## src/rtl/mips_multicycle_controller_if.sv

```systemverilog
// Control bundle between the multi-cycle controller and the datapath/memory.
// The master side is the controller.
interface mips_multicycle_controller_if #(
  parameter int unsigned CNT_W = 32
);
  logic [5:0]       opcode;
  logic [5:0]       func;
  logic             zero;
  logic             mem_ready;
  logic             mem_read;
  logic             mem_write;
  logic             i_or_d;
  logic             ir_write;
  logic             pc_write;
  logic             reg_write;
  logic             alu_src_a;
  logic [1:0]       alu_src_b;
  logic [2:0]       alu_op;
  logic [1:0]       pc_src;
  logic [1:0]       reg_dst;
  logic [1:0]       wb_sel;
  logic             retire;
  logic [CNT_W-1:0] instr_count;
  logic             err;

  modport master (
    input  opcode, func, zero, mem_ready,
    output mem_read, mem_write, i_or_d, ir_write, pc_write, reg_write,
           alu_src_a, alu_src_b, alu_op, pc_src, reg_dst, wb_sel,
           retire, instr_count, err
  );

  modport slave (
    output opcode, func, zero, mem_ready,
    input  mem_read, mem_write, i_or_d, ir_write, pc_write, reg_write,
           alu_src_a, alu_src_b, alu_op, pc_src, reg_dst, wb_sel,
           retire, instr_count, err
  );
endinterface

```

## src/rtl/mips_multicycle_controller.sv

```systemverilog
// Multi-cycle MIPS control FSM: sequences fetch/decode/execute/memory/writeback,
// traps memory-ready timeouts into a sticky HALT, and counts retired instructions.
module mips_multicycle_controller #(
  parameter int unsigned MEM_TIMEOUT = 16,
  parameter int unsigned CNT_W       = 32
) (
  input  logic                          clk,
  input  logic                          rst,
  mips_multicycle_controller_if.master  bus
);
  localparam logic [5:0] OP_RTYPE = 6'b000000;
  localparam logic [5:0] OP_J     = 6'b000010;
  localparam logic [5:0] OP_JAL   = 6'b000011;
  localparam logic [5:0] OP_BEQ   = 6'b000100;
  localparam logic [5:0] OP_BNE   = 6'b000101;
  localparam logic [5:0] OP_ADDI  = 6'b001000;
  localparam logic [5:0] OP_SLTI  = 6'b001010;
  localparam logic [5:0] OP_LW    = 6'b100011;
  localparam logic [5:0] OP_SW    = 6'b101011;
  localparam logic [5:0] FN_JR    = 6'b001000;

  localparam logic [2:0] AOP_ADD = 3'b000;
  localparam logic [2:0] AOP_SUB = 3'b001;
  localparam logic [2:0] AOP_AND = 3'b010;
  localparam logic [2:0] AOP_OR  = 3'b011;
  localparam logic [2:0] AOP_SLT = 3'b100;

  // Counter only needs to hold 0..MEM_TIMEOUT-1; the last value arms the trap.
  localparam int unsigned WAIT_W  = (MEM_TIMEOUT > 1) ? $clog2(MEM_TIMEOUT) : 1;
  localparam int unsigned TO_LAST = (MEM_TIMEOUT > 0) ? MEM_TIMEOUT - 1 : 0;

  typedef enum logic [3:0] {
    S_FETCH, S_DECODE, S_MEMADR, S_MEMRD, S_MEMWB, S_MEMWR, S_RTEXE,
    S_RTWB, S_BRANCH, S_IEXE, S_IWB, S_JUMP, S_JR, S_HALT
  } state_e;

  state_e             state_q, state_d;
  logic [WAIT_W-1:0]  wait_cnt_q, wait_cnt_d;
  logic [CNT_W-1:0]   cnt_q;
  logic               err_q;

  logic       mr, mw, iod, irw, pcw, rw, asa, ret, timeout_hit, wait_last, mem_state;
  logic [1:0] asb, psrc, rdst, wbs;
  logic [2:0] aop;

  assign wait_last = (MEM_TIMEOUT != 0) && (wait_cnt_q == WAIT_W'(TO_LAST));
  assign mem_state = (state_q == S_FETCH) || (state_q == S_MEMRD) || (state_q == S_MEMWR);

  always_comb begin
    state_d     = state_q;
    mr          = 1'b0;
    mw          = 1'b0;
    iod         = 1'b0;
    irw         = 1'b0;
    pcw         = 1'b0;
    rw          = 1'b0;
    asa         = 1'b0;
    asb         = 2'b00;
    aop         = AOP_ADD;
    psrc        = 2'b00;
    rdst        = 2'b00;
    wbs         = 2'b00;
    ret         = 1'b0;
    timeout_hit = 1'b0;
    case (state_q)
      S_FETCH: begin
        mr  = 1'b1;
        asb = 2'b01;
        if (bus.mem_ready) begin
          irw     = 1'b1;
          pcw     = 1'b1;
          state_d = S_DECODE;
        end else if (wait_last) begin
          timeout_hit = 1'b1;
          state_d     = S_HALT;
        end
      end
      S_DECODE: begin
        asb = 2'b11;
        case (bus.opcode)
          OP_LW, OP_SW:    state_d = S_MEMADR;
          OP_RTYPE:        state_d = (bus.func == FN_JR) ? S_JR : S_RTEXE;
          OP_BEQ, OP_BNE:  state_d = S_BRANCH;
          OP_ADDI, OP_SLTI: state_d = S_IEXE;
          OP_J, OP_JAL:    state_d = S_JUMP;
          default: begin
            ret     = 1'b1;
            state_d = S_FETCH;
          end
        endcase
      end
      S_MEMADR: begin
        asa     = 1'b1;
        asb     = 2'b10;
        state_d = (bus.opcode == OP_SW) ? S_MEMWR : S_MEMRD;
      end
      S_MEMRD: begin
        mr  = 1'b1;
        iod = 1'b1;
        if (bus.mem_ready) begin
          state_d = S_MEMWB;
        end else if (wait_last) begin
          timeout_hit = 1'b1;
          state_d     = S_HALT;
        end
      end
      S_MEMWB: begin
        rw      = 1'b1;
        wbs     = 2'b01;
        ret     = 1'b1;
        state_d = S_FETCH;
      end
      S_MEMWR: begin
        mw  = 1'b1;
        iod = 1'b1;
        if (bus.mem_ready) begin
          ret     = 1'b1;
          state_d = S_FETCH;
        end else if (wait_last) begin
          timeout_hit = 1'b1;
          state_d     = S_HALT;
        end
      end
      S_RTEXE: begin
        asa = 1'b1;
        case (bus.func)
          6'b100010: aop = AOP_SUB;
          6'b100100: aop = AOP_AND;
          6'b100101: aop = AOP_OR;
          6'b101010: aop = AOP_SLT;
          default:   aop = AOP_ADD;
        endcase
        state_d = S_RTWB;
      end
      S_RTWB: begin
        rw      = 1'b1;
        rdst    = 2'b01;
        ret     = 1'b1;
        state_d = S_FETCH;
      end
      S_BRANCH: begin
        asa     = 1'b1;
        aop     = AOP_SUB;
        psrc    = 2'b01;
        ret     = 1'b1;
        pcw     = ((bus.opcode == OP_BEQ) &&  bus.zero) ||
                  ((bus.opcode == OP_BNE) && !bus.zero);
        state_d = S_FETCH;
      end
      S_IEXE: begin
        asa     = 1'b1;
        asb     = 2'b10;
        aop     = (bus.opcode == OP_SLTI) ? AOP_SLT : AOP_ADD;
        state_d = S_IWB;
      end
      S_IWB: begin
        rw      = 1'b1;
        ret     = 1'b1;
        state_d = S_FETCH;
      end
      S_JUMP: begin
        psrc = 2'b10;
        pcw  = 1'b1;
        ret  = 1'b1;
        if (bus.opcode == OP_JAL) begin
          rw   = 1'b1;
          rdst = 2'b10;
          wbs  = 2'b10;
        end
        state_d = S_FETCH;
      end
      S_JR: begin
        psrc    = 2'b11;
        pcw     = 1'b1;
        ret     = 1'b1;
        state_d = S_FETCH;
      end
      S_HALT:  state_d = S_HALT;
      default: state_d = S_HALT;
    endcase
  end

  always_comb begin
    if (state_d != state_q)             wait_cnt_d = '0;
    else if (mem_state && !bus.mem_ready) wait_cnt_d = wait_cnt_q + 1'b1;
    else                                 wait_cnt_d = wait_cnt_q;
  end

  always_ff @(posedge clk or posedge rst) begin
    if (rst) begin
      state_q    <= S_FETCH;
      wait_cnt_q <= '0;
      cnt_q      <= '0;
      err_q      <= 1'b0;
    end else begin
      state_q    <= state_d;
      wait_cnt_q <= wait_cnt_d;
      if (ret) cnt_q <= cnt_q + 1'b1;
      err_q      <= err_q | timeout_hit;
    end
  end

  // State decodes as FETCH during reset, so combinational outputs are masked by rst.
  assign bus.mem_read    = mr  & ~rst;
  assign bus.mem_write   = mw  & ~rst;
  assign bus.i_or_d      = iod & ~rst;
  assign bus.ir_write    = irw & ~rst;
  assign bus.pc_write    = pcw & ~rst;
  assign bus.reg_write   = rw  & ~rst;
  assign bus.alu_src_a   = asa & ~rst;
  assign bus.alu_src_b   = rst ? '0 : asb;
  assign bus.alu_op      = rst ? '0 : aop;
  assign bus.pc_src      = rst ? '0 : psrc;
  assign bus.reg_dst     = rst ? '0 : rdst;
  assign bus.wb_sel      = rst ? '0 : wbs;
  assign bus.retire      = ret & ~rst;
  assign bus.instr_count = cnt_q;
  assign bus.err         = err_q;
endmodule
```

## src/flat_wrapper.sv

```systemverilog
// flat-port wrapper written by rule: the top's interface ports become plain ports
module mips_multicycle_controller_flat 
#(
  parameter int unsigned MEM_TIMEOUT = 16,
  parameter int unsigned CNT_W       = 32
)
  (clk, rst, bus_opcode, bus_func, bus_zero, bus_mem_ready, bus_mem_read, bus_mem_write, bus_i_or_d, bus_ir_write, bus_pc_write, bus_reg_write, bus_alu_src_a, bus_alu_src_b, bus_alu_op, bus_pc_src, bus_reg_dst, bus_wb_sel, bus_retire, bus_instr_count, bus_err);
  mips_multicycle_controller_if #(.CNT_W(CNT_W)) bus_i ();
  input  logic clk;
  input  logic rst;
  input wire logic [$bits(bus_i.opcode)-1:0] bus_opcode;
  input wire logic [$bits(bus_i.func)-1:0] bus_func;
  input wire logic [$bits(bus_i.zero)-1:0] bus_zero;
  input wire logic [$bits(bus_i.mem_ready)-1:0] bus_mem_ready;
  output wire logic [$bits(bus_i.mem_read)-1:0] bus_mem_read;
  output wire logic [$bits(bus_i.mem_write)-1:0] bus_mem_write;
  output wire logic [$bits(bus_i.i_or_d)-1:0] bus_i_or_d;
  output wire logic [$bits(bus_i.ir_write)-1:0] bus_ir_write;
  output wire logic [$bits(bus_i.pc_write)-1:0] bus_pc_write;
  output wire logic [$bits(bus_i.reg_write)-1:0] bus_reg_write;
  output wire logic [$bits(bus_i.alu_src_a)-1:0] bus_alu_src_a;
  output wire logic [$bits(bus_i.alu_src_b)-1:0] bus_alu_src_b;
  output wire logic [$bits(bus_i.alu_op)-1:0] bus_alu_op;
  output wire logic [$bits(bus_i.pc_src)-1:0] bus_pc_src;
  output wire logic [$bits(bus_i.reg_dst)-1:0] bus_reg_dst;
  output wire logic [$bits(bus_i.wb_sel)-1:0] bus_wb_sel;
  output wire logic [$bits(bus_i.retire)-1:0] bus_retire;
  output wire logic [$bits(bus_i.instr_count)-1:0] bus_instr_count;
  output wire logic [$bits(bus_i.err)-1:0] bus_err;
  assign bus_i.opcode = bus_opcode;
  assign bus_i.func = bus_func;
  assign bus_i.zero = bus_zero;
  assign bus_i.mem_ready = bus_mem_ready;
  assign bus_mem_read = bus_i.mem_read;
  assign bus_mem_write = bus_i.mem_write;
  assign bus_i_or_d = bus_i.i_or_d;
  assign bus_ir_write = bus_i.ir_write;
  assign bus_pc_write = bus_i.pc_write;
  assign bus_reg_write = bus_i.reg_write;
  assign bus_alu_src_a = bus_i.alu_src_a;
  assign bus_alu_src_b = bus_i.alu_src_b;
  assign bus_alu_op = bus_i.alu_op;
  assign bus_pc_src = bus_i.pc_src;
  assign bus_reg_dst = bus_i.reg_dst;
  assign bus_wb_sel = bus_i.wb_sel;
  assign bus_retire = bus_i.retire;
  assign bus_instr_count = bus_i.instr_count;
  assign bus_err = bus_i.err;
  mips_multicycle_controller #(.MEM_TIMEOUT(MEM_TIMEOUT), .CNT_W(CNT_W)) u_core (.clk(clk), .rst(rst), .bus(bus_i));
endmodule
```

## config.mk

```make
export PLATFORM = sky130hd
export DESIGN_NAME = mips_multicycle_controller_flat
export DESIGN_NICKNAME = d
export VERILOG_FILES = /design/src/rtl/mips_multicycle_controller_if.sv /design/src/rtl/mips_multicycle_controller.sv /design/src/flat_wrapper.sv
export SDC_FILE = /design/constraint.sdc
export NUM_CORES = 1
export LEC_CHECK = 0
export ABC_AREA = 1
export BUFFER_PORTS_ARGS = -buffer_cell sky130_fd_sc_hd__buf_2
export CELL_PAD_IN_SITES_DETAIL_PLACEMENT = 1
export CELL_PAD_IN_SITES_GLOBAL_PLACEMENT = 1
export CORE_MARGIN = 2
export CORE_UTILIZATION = 35
export CTS_BUF_LIST = sky130_fd_sc_hd__clkbuf_4
export DETAILED_ROUTE_END_ITERATION = 10
export HOLD_SLACK_MARGIN = 0.15
export PLACE_DENSITY = 0.79
export SYNTH_ARGS = -nofsm -noshare
export SYNTH_HDL_FRONTEND = slang
export SYNTH_SLANG_ARGS = --single-unit
```

## constraint.sdc

```tcl
create_clock -name clk -period 1.6 [get_ports clk]
set_input_delay 0.24 -clock clk [delete_from_list [all_inputs] [get_ports clk]]
set_output_delay 0.24 -clock clk [all_outputs]
set_load 0.05 [all_outputs]
```

==> impl_metrics.toml <==
[place]
dp_hpwl_mm = 8.79
placed_cell_area_um2 = 4050
gp_congestion = 0.942
dp_slack_ns = -0.346
port-buffer-count = 67

[die]
die_h_um = 96.0
start_util_pct = 36.0
core_area_um2 = 8220
num_rows = 33
ios = 68
dieArea_um2 = 9210
die_x_um = 96.0

[worst_setup_path]
cp-startpoint = "u_core.state_q[3]"
arrival_ns = 2.03
slowest_delay_ns = 0.52
crit_buf_inv = 3
cp_max_fo = 5
rrSetupSlack_ns = -0.52
cp-end-kind = "output pin"
required_ns = 1.36
cp-endpoint = "bus_retire"
critPathLaunchType = "register"
crit_top_cell = "nand2_2"
criticalPathCategory = "reg -> out"
worstSetupPathDepth = 8
crit_path_cell_trace = "buf_6 -> nand3_2 -> nand2_2 -> nor3_2 -> nand2_2 -> inv_4 -> nor2_4 -> buf_8"
slowest_stage = "dfrtp_2"
crit_family = "simple AND/OR/NAND/NOR gates"
reg2reg_from = "u_core.state_q[3]"
r2r-end = "u_core.bus.instr_count[0]"
rr_worst_depth = 10

[min_path]
min_path_type = "in -> reg"
hold_depth = 4

[routing]
wl_mm = 14.9
ant_nets = 0
vias = 3877
drc = 0
drt_iter0_drc = 223
drt-pass1-iter-count = 4
vias_per_cell = 5.44
wl_per_cell_um = 20.9

[synthesis]
synth_edf_count = 0
seq_area_frac_synth_pct = 34.6
ys_warn_count = 0
syn-cell-area_um2 = 2960
synth_ff_type = "dfrtp_1"
syn-num-nets = 467
synth_cell_type_count = 34
synth_cells = 449
async_flop_share_pct = 100
syn_avg_cell_area_um2 = 6.60
ys_ff_latch = 41

[global_route]
antenna_found_initial = 0
grt_pass1_wl_mm = 19.9
grt_max_degree = 40
overflow = 0
grt_pass1_vias = 3989
gr-usage-all-layers_pct = 28.4

[final_layout]
n_antenna_cell = 0
design_area_um2 = 4760
layout_commonest_cell = "nand2_1"
mostFrequentLayoutCells = "113 x nand2_1, 82 x buf_4, 48 x buf_2"
syn_to_final_growth_pct = 60.8
fin_nets = 625
drive_gt1_share_pct = 46.9

[timing]
fin_crit_sh_pct = 142
holdWs_ns = 0.363
tightest_slew_ns = 0.718
report.final.slew_viol_count = 0
slew-limit-headroom_pct = 52.1
setup-violations-final = 58
fin_crit_ns = 2.27
rsz0062_at_grt = "yes"
hold_viol = 0
fin_setup_tns_ns = -24.38
worst_slack_ns = -0.674
skew_ns = 0.0134
max_clock_freq_mhz = 440

[pwr]
power_leakage_nw = 2.33
vdd_drop_max_uv = 905
cellPowerDensity_nw_per_um2 = 1500

[clock_network]
cts_root_buf = "clkbuf_4"
cts_tree = "built"
clkLatencyLatePin_ns = 0.37
cts_inserted_buffers = 5
clockBufferDepth = 2
path_clk_slew_ns = 0.14
cts_sinks = 41
ctsHtreeMaxLevel = 2

[run_status]
violations = "setup timing"
status = "complete, but fails checks"

[run]
cap_violations = 0
==> Yosys cell counts, types with 3 or more instances <==
library cell	instances	area [um^2]
nor2_1	69	259
dfrtp_1	41	1030
inv_2	3	11.3
inv_1	52	195
a21oi_1	7	35.0
xnor2_1	4	35.0
nor4_1	3	18.8
o21ai_0	16	80.1
nand4_1	10	62.6
xor2_1	27	236
nand2_1	134	503
nor3_1	22	110
nand2_2	3	18.8
nand3_1	28	140
==> power breakdown <==
group | switching, W | total, W | leakage (nW) | internal (W)
Clock | 0.000390 | 0.000550 | 0.0300 | 0.000160
Combinational | 0.00311 | 0.00512 | 1.79 | 0.00202
Sequential | 0.000248 | 0.00147 | 0.507 | 0.00122
==> registers in the layout, summed over array words and instances, names as in the netlist <==
| register | flops |
|---|---|
| u_core.bus.instr_count | 32 |
| u_core.state_q | 4 |
| u_core.wait_cnt_q | 4 |
| u_core.bus.err | 1 |
==> timing repair <==
action | 4_1_cts | 5_1_grt
hold buffers | 1 | 0
endpoints found under the setup margin | 57 | 58
gates cloned | 2 | 0
buffers inserted | 10 | 16
resized for setup | 71 | 62
pin swaps | 5 | 23
hold endpoints to repair | 2 | 0
==> metal layers <==
metal,vias up,GRT usage (%),wire [um]
met5,-,0,0
li1,1742,-,-
met3,56,4.93,734
met4,0,12.3,767
met2,163,51.9,7740
met1,1916,32.1,5650
==> per-stage QoR <==
| stage | util [%] | cells | power, W |
|---|---|---|---|
| after CTS | 54.0 | 698 | 0.00627 |
| after global placement | 49.3 | 677 | 0.00476 |
| final | 58.0 | 713 | 0.00715 |
| after floorplan | - | 449 | 0.00368 |
| after detailed placement | 49.3 | 677 | 0.00490 |
| after global routing | 58.0 | 713 | 0.00748 |
==> layout make-up <==
| cell class | instances | area, um^2 |
|---|---|---|
| fill | 1044 | 3450 |
| multi-input combinational | 345 | 2060 |
| timing repair buffer | 159 | 1240 |
| sequential | 41 | 1060 |
| inverter | 55 | 216 |
| tap | 105 | 131 |
| clock buffer | 5 | 37.5 |
| clock inverter | 3 | 12.5 |
==> cells by family after synthesis <==
| group | count (synthesis) | synth area share (%) |
|---|---|---|
| buf+inv | 63 | 8.75 |
| fa+ha+maj | 2 | 0.845 |
| flops | 41 | 34.6 |
| compound gates | 31 | 5.66 |
| simple gates | 281 | 40.9 |
| xor+xnor | 31 | 9.17 |
==> worst reg2reg max path, stage by stage (launching register included) <==
cell and delay [ns]:
dfrtp_2 0.52, buf_6 0.16, nand3_2 0.09, nand2_2 0.10, nor3_2 0.31, nand2_2 0.14
buf_4 0.16, buf_6 0.13, buf_12 0.14, buf_4 0.13, xor2_1 0.13
==> how the worst min path moves through the flow <==
stage,from,endpoint,slack [ns]
CTS,bus_mem_ready,u_core.state_q[3],0.30
finish,bus_mem_ready,u_core.state_q[3],0.36
detailed placement,rst,u_core.state_q[3],0.49
floorplan,bus_mem_ready,u_core.state_q[2],0.47
global route,bus_mem_ready,u_core.state_q[3],0.35
global placement,u_core.bus.err,u_core.bus.err,0.45
No activity file was read; power rests on OpenSTA's default activity.
